$ cat config.mk
export PLATFORM = sky130hd
export DESIGN_NAME = matrix_loader
export DESIGN_NICKNAME = d
export VERILOG_FILES = /design/src/rtl/matrix_loader.sv
export SDC_FILE = /design/constraint.sdc
export NUM_CORES = 1
export LEC_CHECK = 0
export CORE_UTILIZATION = 40
export DETAILED_ROUTE_END_ITERATION = 8
export MAX_ROUTING_LAYER = met4
export PLACE_DENSITY = 0.82
export SLEW_MARGIN = 20
export SYNTH_ARGS = -nofsm -noshare
export SYNTH_HDL_FRONTEND = slang
export SYNTH_SLANG_ARGS = --single-unit
$ cat constraint.sdc
create_clock -name clk -period 2.2 [get_ports clk]
set_clock_uncertainty 0.05 [all_clocks]
set_input_delay 0.44 -clock clk [delete_from_list [all_inputs] [get_ports clk]]
set_output_delay 0.44 -clock clk [all_outputs]
set_load 0.1 [all_outputs]
$ cat src/rtl/matrix_loader.sv
// Streams an X matrix then a Y vector from AXI-Stream into two write-only RAM ports and kicks the multiplier.
// Optional build macro LOADER_TLAST_CHECK_EN adds a sticky frame_error output driven by tlast framing.
module matrix_loader #(
    parameter int width        = 8,
    parameter int X_words      = 1,
    parameter int Y_words      = 1,
    parameter int X_depth_bits = 1,
    parameter int Y_depth_bits = 1
) (
    input  logic                    clk,
    input  logic                    reset,
    input  logic [width-1:0]        s_axis_tdata,
    input  logic                    s_axis_tvalid,
    output logic                    s_axis_tready,
    input  logic                    s_axis_tlast,
    output logic                    X_write_en,
    output logic [X_depth_bits-1:0] X_write_address,
    output logic [width-1:0]        X_write_data,
    output logic                    Y_write_en,
    output logic [Y_depth_bits-1:0] Y_write_address,
    output logic [width-1:0]        Y_write_data,
    output logic                    mmult_start,
    input  logic                    mmult_all_datapoints_done,
    output logic                    loader_busy
`ifdef LOADER_TLAST_CHECK_EN
    ,
    output logic                    frame_error
`endif
);

    typedef enum logic [2:0] {
        IDLE,
        LOAD_X,
        LOAD_Y,
        START,
        WAIT_DONE
    } state_t;

    localparam logic [X_depth_bits-1:0] X_LAST = X_depth_bits'(X_words - 1);
    localparam logic [Y_depth_bits-1:0] Y_LAST = Y_depth_bits'(Y_words - 1);

    state_t                  state_q, state_d;
    logic [X_depth_bits-1:0] x_cnt_q, x_cnt_d;
    logic [Y_depth_bits-1:0] y_cnt_q, y_cnt_d;
    logic                    tready_q, tready_d;
    logic                    xwe_q, xwe_d;
    logic [X_depth_bits-1:0] xaddr_q, xaddr_d;
    logic [width-1:0]        xdata_q, xdata_d;
    logic                    ywe_q, ywe_d;
    logic [Y_depth_bits-1:0] yaddr_q, yaddr_d;
    logic [width-1:0]        ydata_q, ydata_d;
    logic                    start_q, start_d;
    logic                    busy_q, busy_d;
    logic                    done_prev_q;
    logic                    accept;
`ifdef LOADER_TLAST_CHECK_EN
    logic                    err_q, err_d;
`else
    logic                    unused_tlast;
    assign unused_tlast = s_axis_tlast;
`endif

    // tready_q is high exactly while in LOAD_X/LOAD_Y, so it doubles as the load-state qualifier
    assign accept = s_axis_tvalid & tready_q;

    always_comb begin
        state_d = state_q;
        x_cnt_d = x_cnt_q;
        y_cnt_d = y_cnt_q;
        xwe_d   = 1'b0;
        xaddr_d = xaddr_q;
        xdata_d = xdata_q;
        ywe_d   = 1'b0;
        yaddr_d = yaddr_q;
        ydata_d = ydata_q;
        start_d = 1'b0;
`ifdef LOADER_TLAST_CHECK_EN
        err_d   = err_q;
`endif
        case (state_q)
            IDLE: begin
                x_cnt_d = '0;
                y_cnt_d = '0;
                if (s_axis_tvalid) state_d = LOAD_X;
            end
            LOAD_X: begin
                if (accept) begin
                    xwe_d   = 1'b1;
                    xaddr_d = x_cnt_q;
                    xdata_d = s_axis_tdata;
                    if (x_cnt_q == X_LAST) begin
                        x_cnt_d = '0;
                        y_cnt_d = '0;
                        state_d = LOAD_Y;
                    end else begin
                        x_cnt_d = x_cnt_q + X_depth_bits'(1);
                    end
`ifdef LOADER_TLAST_CHECK_EN
                    if (s_axis_tlast) begin
                        err_d   = 1'b1;
                        x_cnt_d = '0;
                        y_cnt_d = '0;
                        state_d = IDLE;
                    end
`endif
                end
            end
            LOAD_Y: begin
                if (accept) begin
                    ywe_d   = 1'b1;
                    yaddr_d = y_cnt_q;
                    ydata_d = s_axis_tdata;
                    if (y_cnt_q == Y_LAST) begin
                        y_cnt_d = '0;
                        state_d = START;
`ifdef LOADER_TLAST_CHECK_EN
                        if (!s_axis_tlast) err_d = 1'b1;
`endif
                    end else begin
                        y_cnt_d = y_cnt_q + Y_depth_bits'(1);
`ifdef LOADER_TLAST_CHECK_EN
                        if (s_axis_tlast) begin
                            err_d   = 1'b1;
                            x_cnt_d = '0;
                            y_cnt_d = '0;
                            state_d = IDLE;
                        end
`endif
                    end
                end
            end
            START: begin
                start_d = 1'b1;
                state_d = WAIT_DONE;
            end
            WAIT_DONE: begin
                // Only a fresh rising edge releases; a level left high from the previous job is ignored
                if (mmult_all_datapoints_done && !done_prev_q) state_d = IDLE;
            end
            default: state_d = IDLE;
        endcase
        tready_d = (state_d == LOAD_X) || (state_d == LOAD_Y);
        busy_d   = (state_d != IDLE);
    end

    always_ff @(posedge clk or posedge reset) begin
        if (reset) begin
            state_q     <= IDLE;
            x_cnt_q     <= '0;
            y_cnt_q     <= '0;
            tready_q    <= 1'b0;
            xwe_q       <= 1'b0;
            xaddr_q     <= '0;
            xdata_q     <= '0;
            ywe_q       <= 1'b0;
            yaddr_q     <= '0;
            ydata_q     <= '0;
            start_q     <= 1'b0;
            busy_q      <= 1'b0;
            done_prev_q <= 1'b0;
        end else begin
            state_q     <= state_d;
            x_cnt_q     <= x_cnt_d;
            y_cnt_q     <= y_cnt_d;
            tready_q    <= tready_d;
            xwe_q       <= xwe_d;
            xaddr_q     <= xaddr_d;
            xdata_q     <= xdata_d;
            ywe_q       <= ywe_d;
            yaddr_q     <= yaddr_d;
            ydata_q     <= ydata_d;
            start_q     <= start_d;
            busy_q      <= busy_d;
            done_prev_q <= mmult_all_datapoints_done;
        end
    end

`ifdef LOADER_TLAST_CHECK_EN
    always_ff @(posedge clk or posedge reset) begin
        if (reset) err_q <= 1'b0;
        else       err_q <= err_d;
    end

    assign frame_error = err_q;
`endif

    assign s_axis_tready   = tready_q;
    assign X_write_en      = xwe_q;
    assign X_write_address = xaddr_q;
    assign X_write_data    = xdata_q;
    assign Y_write_en      = ywe_q;
    assign Y_write_address = yaddr_q;
    assign Y_write_data    = ydata_q;
    assign mmult_start     = start_q;
    assign loader_busy     = busy_q;

endmodule

Word-level counts from Yosys, hierarchy flattened
Cells that the tools add are included.
W data, S select, Z words.
- flip-flop bits (word level): 29
- latch bits: 0
- bits in writable memories: 0
- bits in read-only memories: 0
- input bits: 13
- output and inout bits: 23
- logic and storage cells: 55
- memories: 0
- add/sub/neg operators: 2
- multipliers: 0
- divide/modulo/power cells: 0
- $lt $le $gt $ge: 0
- equal/unequal tests: 9
- shift operators: 0
- muxes and demuxes: 19
- bitwise logic cells: 1
- reduce and logical (&&, ||, !) cells: 11
- operators by type and width (cell ; count):
    $mux W3 ; 6
    $pmux W3 S5 ; 1
    $mux W1 ; 10
    $eq A3 B2 Y1 const B ; 3
    $eq A3 B1 Y1 const B ; 2
    $ne A2 B2 Y1 const B ; 3
    $reduce_and A2 Y1 ; 3
    $reduce_bool A3 Y1 ; 2
    $reduce_and A4 Y1 ; 1
    $eq A3 B3 Y1 const B ; 1
    $logic_not A3 Y1 ; 1
    $pmux W1 S3 ; 1
    $add A1 B1 Y1 const B ; 2
    $pmux W1 S2 ; 1
    $reduce_bool A2 Y1 ; 1
    $and A1 B1 Y1 ; 1
    $logic_and A1 B1 Y1 ; 1
    $logic_not A1 Y1 ; 1
    $logic_or A1 B1 Y1 ; 1

Depth between registers and ports, before layout
Gate-level depths: netlist (run 1).
- word-level depth: 6
- depth in mapped cells: 4
- gate-level depth less buffers: 3

Least setup slack after synthesis (run 1)
OpenSTA, ideal clock, no wires.
- kind: reg-to-reg
- start point: reg tready_q (netlist: s_axis_tready)
- end point: reg xdata_q[0] (netlist: X_write_data[0])
- arrival: 1.975 ns
- required time: 2.025 ns
- setup slack: 0.050 ns
- cell stages (with the launch flop): 4
- clock period less this slack: 2.150 ns
- path through: dfrtp_1 -> nand2_2 -> nor3_4 -> mux2_2
- cells in the longest elaborated chain, start to end: 2
- RTL lines (what ; RTL line ; source):
    start, declared ; 45 ; logic tready_q, tready_d;
    start signal, assigned ; 165 ; tready_q <= tready_d;
    $and A1 B1 Y1 ; 64 ; assign accept = s_axis_tvalid & tready_q;
    $reduce_and A2 Y1 (no source line) ; -- ;
    end signal, assigned ; 168 ; xdata_q <= xdata_d;
    end, declared ; 48 ; logic [width-1:0] xdata_q, xdata_d;
Every way passes these cells.
A chain may end at the register's enable or synchronous reset.

Worst setup path after layout (run 1)
- start point: in s_axis_tvalid
- end point: reg xdata_q[7] (netlist: X_write_data[7])
- cells in the longest elaborated chain, start to end: 2
- RTL lines (what ; RTL line ; source):
    start, declared ; 13 ; input logic s_axis_tvalid,
    $and A1 B1 Y1 ; 64 ;
    $reduce_and A2 Y1 (no source line) ; -- ;
Every way passes these cells.

==> results of run 1 <==
## per-stage QoR
stage	cells	worst slack (ns)
after floorplan	65	0.0497
after global placement	124	0.196
after detailed placement	124	0.182
after CTS	128	0.515
after global routing	128	0.457
final	128	0.512
## worst min-delay path by stage
stage                         start              end  slack (ns)
global placement    X_write_data[5]  X_write_data[5]        0.44
floorplan                     reset  X_write_data[0]        0.42
finish                        reset  X_write_data[7]        0.38
detailed placement  Y_write_data[5]  Y_write_data[5]        0.44
global route                  reset  X_write_data[7]        0.42
CTS                           reset  Y_write_data[7]        0.39
## registers in the layout (all words and copies together), names as in the netlist
| register | cells |
|---|---|
| X_write_data | 8 |
| Y_write_data | 8 |
| state_q | 3 |
| X_write_en | 1 |
| Y_write_en | 1 |
| done_prev_q | 1 |
| loader_busy | 1 |
| mmult_start | 1 |
| s_axis_tready | 1 |
## cells in the mapped netlist
master / n
inv_1: 1
o31ai_1: 1
nor2_1: 2
buf_6: 1
a211oi_1: 1
conb_1: 1
mux2_4: 8
mux2_2: 10
and3b_2: 1
buf_4: 2
nand2_2: 1
nand3_1: 1
o21ai_0: 1
dfrtp_1: 25
nor3_4: 1
nor3_1: 1
or3b_4: 1
nor2_8: 1
nand2b_1: 4
## kinds of logic (layout without fill, tap and decap cells)
| kind of cell | count (synthesis) | count (layout) | synth area share (%) |
|---|---|---|---|
| DFF | 25 | 25 | 61.4 |
| muxes | 18 | 18 | 22.9 |
| and+or+nand+nor | 13 | 13 | 10.4 |
| buffers and inverters | 4 | 39 | 2.95 |
| AOI/OAI and AO/OA | 3 | 3 | 1.97 |
| other | 1 | 2 | 0.368 |
## layout make-up
type	count	area (µm²)
clock buffers	4	26.3
fillers	187	957
inverters	1	3.75
multi-input cells	36	367
flip-flops and latches	25	626
well taps	28	35.0
repair buffers	34	283
## metal layers
| metal | part of all wire (%) | up-vias | wire length [µm] |
|---|---|---|---|
| met4 | 1.5 | 0 | 25 |
| met3 | 3.7 | 2 | 62 |
| li1 | - | 293 | - |
| met1 | 46 | 286 | 760 |
| met5 | 0 | - | 0 |
| met2 | 49 | 18 | 808 |
## cells in the final DEF, fill, tap and decap left out, drive strengths merged
master	count
dfrtp	25
buf	23
and3b	1
or3b	1
o21ai	1
nor3	2
nand3	1
nand2	1
nor2	3
mux2	18
clkbuf	4
inv	1
conb	2
nand2b	4
clkdlybuf4s50	11
a211oi	1
o31ai	1
## critical path, delay by kind of cell
family        cells  cell delay [ns]
mux               1             0.35
buf+inv           2             0.72
simple gates      2             0.33
==> results_dict.tcl, run 1 <==
set metrics [dict create \
    cts_root_buf "clkbuf_4" \
    synth.cell_area_um2 1020 \
    area.growth.synth_to_final_pct 31.6 \
    clock.fmax_ghz 0.592 \
    postCtsResizedCells 0 \
    grt_antenna_before_repair 0 \
    grt_max_degree 15 \
    drt_pass1_iterations 2 \
    hold_ws_ns 0.378 \
    cp-start-kind "input port" \
    crit_arrival_ns 1.83 \
    drive_gt1_share_pct 49.0 \
    grt_pass1_vias 574 \
    r2r_end "Y_write_data[3]" \
    synth_top_cell_area_share_pct 61.4 \
    slowest_delay_ns 0.52 \
    io_buffer_count 32 \
    globalplace.congestion 0.718 \
    crit_chain "clkdlybuf4s50_1 -> nand2_2 -> nor3_4 -> buf_4 -> mux2_2" \
    clock_path_buffers 2 \
    synth_area_leaders "dfrtp_1 61%, mux2_4 12%, mux2_2 11%" \
    fin_area_um2 1340 \
    core.rowCount 17 \
    setup_viol 0 \
    cts_tree "yes" \
    yosysTopAreaCell "dfrtp_1" \
    die_x_um 52.5 \
    dpl.hpwl_um 1280 \
    min_path_type "input port to async pin" \
    htreeDepth 1 \
    status "completed" \
    syn_area_per_cell_um2 15.9 \
    grt_pass1_wl_um 2720 \
    via_per_inst 4.68 \
    layout.nets 114 \
    core-area_um2 2300 \
    ys_types 19 \
    die_h_um 52.5 \
    met1_usage_pct 18.4 \
    setup_tns_ns 0 \
    yosysWarnings 0 \
    met3_usage_pct 2.61 \
    ant_nets 0 \
    initial_core_util_pct 44.3 \
    crit_start "s_axis_tvalid" \
    top_level_ports 36 \
    gr-total-overflow 0 \
    vias 599 \
    worstSetupPathType "input port to flop" \
    endpoint_kind "flop" \
    cts_setup_buffers 0 \
    die_area_um2 2750 \
    wire_per_inst_um 12.9 \
    maxCapViolations 0 \
    clock_sinks 25 \
    slew_viol_final 0 \
    rr_worst_depth 3 \
    syn_inst 64 \
    ys_ff_latch 25 \
    clk_pin_slew_ns 0.11 \
    clk_latency_ns 0.29 \
    cts_buffers 3 \
    rrSetupSlack_ns 0.53 \
    fin_crit_sh_pct 76.7 \
    critPathRequiredTime_ns 2.34 \
    drc 0 \
    rsz0062_at_grt "no" \
    r2r_start "state_q[2]" \
    n_antenna_cell 0 \
    endpoint "X_write_data[7]" \
    drt_wl_total_um 1660 \
    slowest_stage "clkdlybuf4s50_1" \
    met2_usage_pct 22.2 \
    drt_iter0_drc 4 \
    timing_hold_violations_final 0 \
    fin_crit_ns 1.69 \
    hold_buffers 0 \
    top_usage_layer "met2" \
    dpl_cell_area_um2 1310 \
    track_usage_pct 14.4 \
    yosysSeqAreaShare_pct 61.4 \
    critPathMaxFanout 9 \
    fin_util_pct 58.3 \
]
Power of run 1 is left out: the tool's default activity adds up to more than one toggle a clock period on the data nets, which glitch-free logic cannot reach.
==> run 2: changes to the inputs <==
==> constraint.sdc (replaced) <==
create_clock -name clk -period 1.63 [get_ports clk]
set_clock_uncertainty 0.05 [all_clocks]
set_input_delay 0.326 -clock clk [delete_from_list [all_inputs] [get_ports clk]]
set_output_delay 0.326 -clock clk [all_outputs]
set_load 0.1 [all_outputs]
==> run 2 against run 1 <==
Effect of this change:
- critical path depth shrank 2
- via count grew 11%
- non-clock buffer count grew 7
- global-route usage grew 3.9 points
- cell area grew 27%
- hold slack lost 0.18 ns
- first-iteration DRC count grew to 2.5 times the previous value
- count of clock-buffer cells in the layout is the same
- sequential share of layout area shrank 9.7 points
==> results_dict.tcl, run 2 (same netlist as run 1, synthesis figures left out) <==
set metrics [dict create \
    top_usage_layer "met2" \
    sequential_cell_area_um2 629 \
    drive_gt1_share_pct 53.7 \
    cts_buffers 3 \
    die_x_um 52.5 \
    final_common_cell "dfrtp_1" \
    core.rowCount 17 \
    crit_buf_inv 0 \
    maxCapViolations 0 \
    grt_antenna_before_repair 0 \
    die_h_um 52.5 \
    vias 662 \
    crit_chain "or3b_4 -> nor2_4 -> mux2_4" \
    via_per_inst 4.87 \
    dpl_worst_slack_ns -0.201 \
    track_usage_pct 18.3 \
    min_path_type "input port to async pin" \
    grt_pass1_wl_um 3370 \
    worstSetupPathType "flop to flop" \
    nFillCells 139 \
    status "completed" \
    drt_iter0_drc 10 \
    drc 0 \
    endpoint_kind "flop" \
    rsz0062_at_grt "no" \
    grt_pass1_vias 684 \
    setup_viol 0 \
    setup_ws_ns 0.0824 \
    met2_usage_pct 30.6 \
    layout_common_cells "24 x dfrtp_1, 23 x buf_12, 11 x clkdlybuf4s50_1" \
    htreeDepth 1 \
    critPathRequiredTime_ns 1.78 \
    timing_hold_violations_final 0 \
    cts_root_buf "clkbuf_4" \
    die_area_um2 2750 \
    gr-total-overflow 0 \
    globalplace.congestion 0.710 \
    wire_per_inst_um 15.8 \
    n_antenna_cell 0 \
    met1_usage_pct 21.6 \
    cts_setup_buffers 0 \
    cp_top_family "simple AND/OR/NAND/NOR gates" \
    dpl.hpwl_um 1720 \
    drt_pass1_iterations 4 \
    ant_nets 0 \
    hold_buffers 0 \
    clock_sinks 25 \
    multi_input_comb_area_um2 383 \
    postCtsResizedCells 0 \
    critPathMaxFanout 4 \
    layout.nets 122 \
    top_level_ports 36 \
    core-area_um2 2300 \
    fin_crit_sh_pct 94.9 \
    crit_arrival_ns 1.70 \
    initial_core_util_pct 44.3 \
    clock_path_buffers 2 \
    grt_max_degree 14 \
    clk_latency_ns 0.30 \
    drt_wl_total_um 2150 \
    cp-start-kind "flop" \
    slew_viol_final 0 \
    clk_pin_slew_ns 0.13 \
    cts_tree "yes" \
    met3_usage_pct 4.06 \
    slowest_stage "or3b_4" \
    area.growth.synth_to_final_pct 67.0 \
    clock.fmax_ghz 0.646 \
    io_buffer_count 32 \
    fin_crit_ns 1.55 \
    slowest_delay_ns 0.46 \
]
[run 2: cell count changes in the layout (fill, tap and decap cells not counted), sizes merged]
| cell | delta |
|---|---|
| buf | +7 |
| nor2 | +1 |
[run 2: cell type report]
class | instances | share of cell area (%)
clock buffer | 4 | 1.55
inverter | 1 | 0.221
multi-input combinational | 37 | 22.5
sequential | 25 | 37.0
tap | 28 | 2.06
timing repair buffer | 41 | 36.6
[run 2: worst reg2reg max path: stages (launching register included)]
cell and delay, ns:
dfrtp_1 0.41, or3b_4 0.46, nor2_4 0.21, mux2_4 0.31
[run 2: per-layer routing]
metal,routed length [µm],share of wire [%],up-vias
li1,-,-,308
met1,881,41,326
met2,1120,52,24
met3,99,4.6,4
met4,47,2.2,0
met5,0,0,-
[run 2: path summary, 6_finish.rpt]
kind / to / cells after the start / slack [ns] / start
setup / recovery: Y_write_data[1] / 3 / 0.08 / state_q[2]
hold / removal: Y_write_data[6] / 2 / 0.19 / reset
setup reg to reg: Y_write_data[1] / 3 / 0.08 / state_q[2]
hold reg to reg: Y_write_data[1] / 1 / 0.55 / Y_write_data[1]
max in group asynchronous: s_axis_tready / 3 / 0.89 / reset
min in group clk: done_prev_q / 1 / 0.44 / mmult_all_datapoints_done
[run 2: stage by stage]
stage / utilization, % / cell area, µm² / hold slack (ns) / std cells / TNS (ns)
floorplan: - / 1030 / 0.303 / 65 / -0.112
global placement: 72.4 / 1660 / 0.506 / 131 / -2.71
detailed placement: 72.4 / 1660 / 0.516 / 131 / -2.97
CTS: 73.5 / 1690 / 0.204 / 135 / 0
global route: 74.0 / 1700 / 0.209 / 136 / 0
finish: 74.0 / 1700 / 0.194 / 136 / 0
Power of run 2 is left out for the same reason.
==> run 3: changes to the inputs <==
--- a/config.mk
+++ b/config.mk
@@ -5,6 +5,7 @@
 export SDC_FILE = /design/constraint.sdc
 export NUM_CORES = 1
 export LEC_CHECK = 0
+export CORE_MARGIN = 10
 export CORE_UTILIZATION = 40
 export DETAILED_ROUTE_END_ITERATION = 8
 export MAX_ROUTING_LAYER = met4
==> run 3 against run 2 <==
Effect of this change:
- count of clock-buffer cells in the layout unchanged
- cell area decreased by 0.81%
- critical path depth unchanged
- hold slack improved by 0.052 ns
- global-route usage decreased by 7.8 points
- cell count increased by 1.5%
- utilization decreased by 5.3 points
- via count increased by 1.5%
- register-to-register slack got worse by 0.02 ns
- sequential share of layout area increased by 0.30 points
==> results_dict.tcl, run 3 (same netlist as run 1, synthesis figures left out) <==
set metrics [dict create \
    status "completed" \
    clock.fmax_ghz 0.638 \
    drive_gt1_share_pct 53.7 \
    cp-start-kind "flop" \
    setup_viol 0 \
    slew_viol_final 0 \
    place_inst 134 \
    globalplace.congestion 0.762 \
    endpoint_kind "flop" \
    cts_setup_buffers 0 \
    clock_sinks 25 \
    area.growth.synth_to_final_pct 65.6 \
    clk_pin_slew_ns 0.13 \
    track_usage_pct 10.5 \
    layout.nets 122 \
    n_antenna_cell 0 \
    critPathRequiredTime_ns 1.80 \
    fin_crit_ns 1.57 \
    drt_wl_total_um 2430 \
    top_level_ports 36 \
    hold_buffers 0 \
    gr-total-overflow 0 \
    nFillCells 162 \
    timing_hold_violations_final 0 \
    rsz0062_at_grt "no" \
    fin_cells 138 \
    core-area_um2 2450 \
    worstSetupPathType "flop to flop" \
    min_path_type "input port to async pin" \
    grt_antenna_before_repair 0 \
    drt_iter0_drc 15 \
    maxCapViolations 0 \
    layout_common_cells "24 x dfrtp_1, 22 x buf_12, 11 x clkdlybuf4s50_1" \
    clock_path_buffers 2 \
    grt_pass1_vias 811 \
    cts_tree "yes" \
    clk_latency_ns 0.32 \
    core.rowCount 18 \
    grt_pass1_wl_um 4080 \
    drc 0 \
    dpl.hpwl_um 1950 \
    die_area_um2 4960 \
    cts_buffers 3 \
    via_per_inst 4.87 \
    vias 672 \
    critPathMaxFanout 9 \
    postCtsResizedCells 0 \
    ant_nets 0 \
    fin_crit_sh_pct 96.1 \
    grt_max_degree 15 \
    drt_pass1_iterations 4 \
    crit_arrival_ns 1.74 \
    die_h_um 70.5 \
    die_x_um 70.5 \
    initial_core_util_pct 41.5 \
    htreeDepth 1 \
    io_buffer_count 32 \
    final_common_cell "dfrtp_1" \
    wire_per_inst_um 17.6 \
    cts_root_buf "clkbuf_4" \
]
-- run 3: cell types whose count changed in the layout (fill, tap and decap cells not counted), sizes merged --
cell / previous run / this run
buf: 30 / 31
nor2: 4 / 3
-- run 3: per-stage QoR --
| stage | TNS (ns) | instance area (µm²) | worst slack [ns] | hold WS (ns) | util [%] |
|---|---|---|---|---|---|
| 2_1_floorplan | -0.112 | 1030 | -0.0140 | 0.303 | - |
| 3_3_place_gp | -2.68 | 1660 | -0.186 | 0.507 | 67.6 |
| 3_5_place_dp | -3.40 | 1660 | -0.239 | 0.515 | 67.6 |
| 4_1_cts | 0 | 1690 | 0.0440 | 0.252 | 68.7 |
| 5_1_grt | 0 | 1690 | 0.0104 | 0.241 | 68.7 |
| 6_report | 0 | 1690 | 0.0630 | 0.246 | 68.7 |
-- run 3: area by class of cell --
type,count,area [µm²],area share (%)
timing repair buffer,42,618,36.6
multi-input combinational,36,372,22.0
tap,30,37.5,2.23
inverter,1,3.75,0.223
clock buffer,4,26.3,1.56
sequential,25,629,37.3
-- run 3: worst paths after layout --
check,cells after the start,to,slack (ns),start
max,3,Y_write_data[4],0.06,state_q[2]
min,3,state_q[1],0.25,reset
max reg2reg,3,Y_write_data[4],0.06,state_q[2]
min reg2reg,1,X_write_data[1],0.54,X_write_data[1]
max in group asynchronous,3,X_write_data[1],1.10,reset
min in group clk,1,done_prev_q,0.42,mmult_all_datapoints_done
-- run 3: routing by layer --
| metal | part of all wire (%) | vias to the layer above | track usage, % |
|---|---|---|---|
| li1 | - | 305 | - |
| met1 | 37 | 345 | 10.1 |
| met2 | 56 | 20 | 18.7 |
| met3 | 6.7 | 2 | 4.24 |
| met4 | 0.86 | 0 | 3.29 |
| met5 | 0 | - | - |
-- run 3: worst max-delay path: stages, from the launching register on --
cell and delay, ns:
dfrtp_1 0.42, or3b_4 0.44, nor2_8 0.23, mux2_4 0.33
Power of run 3 is left out for the same reason.
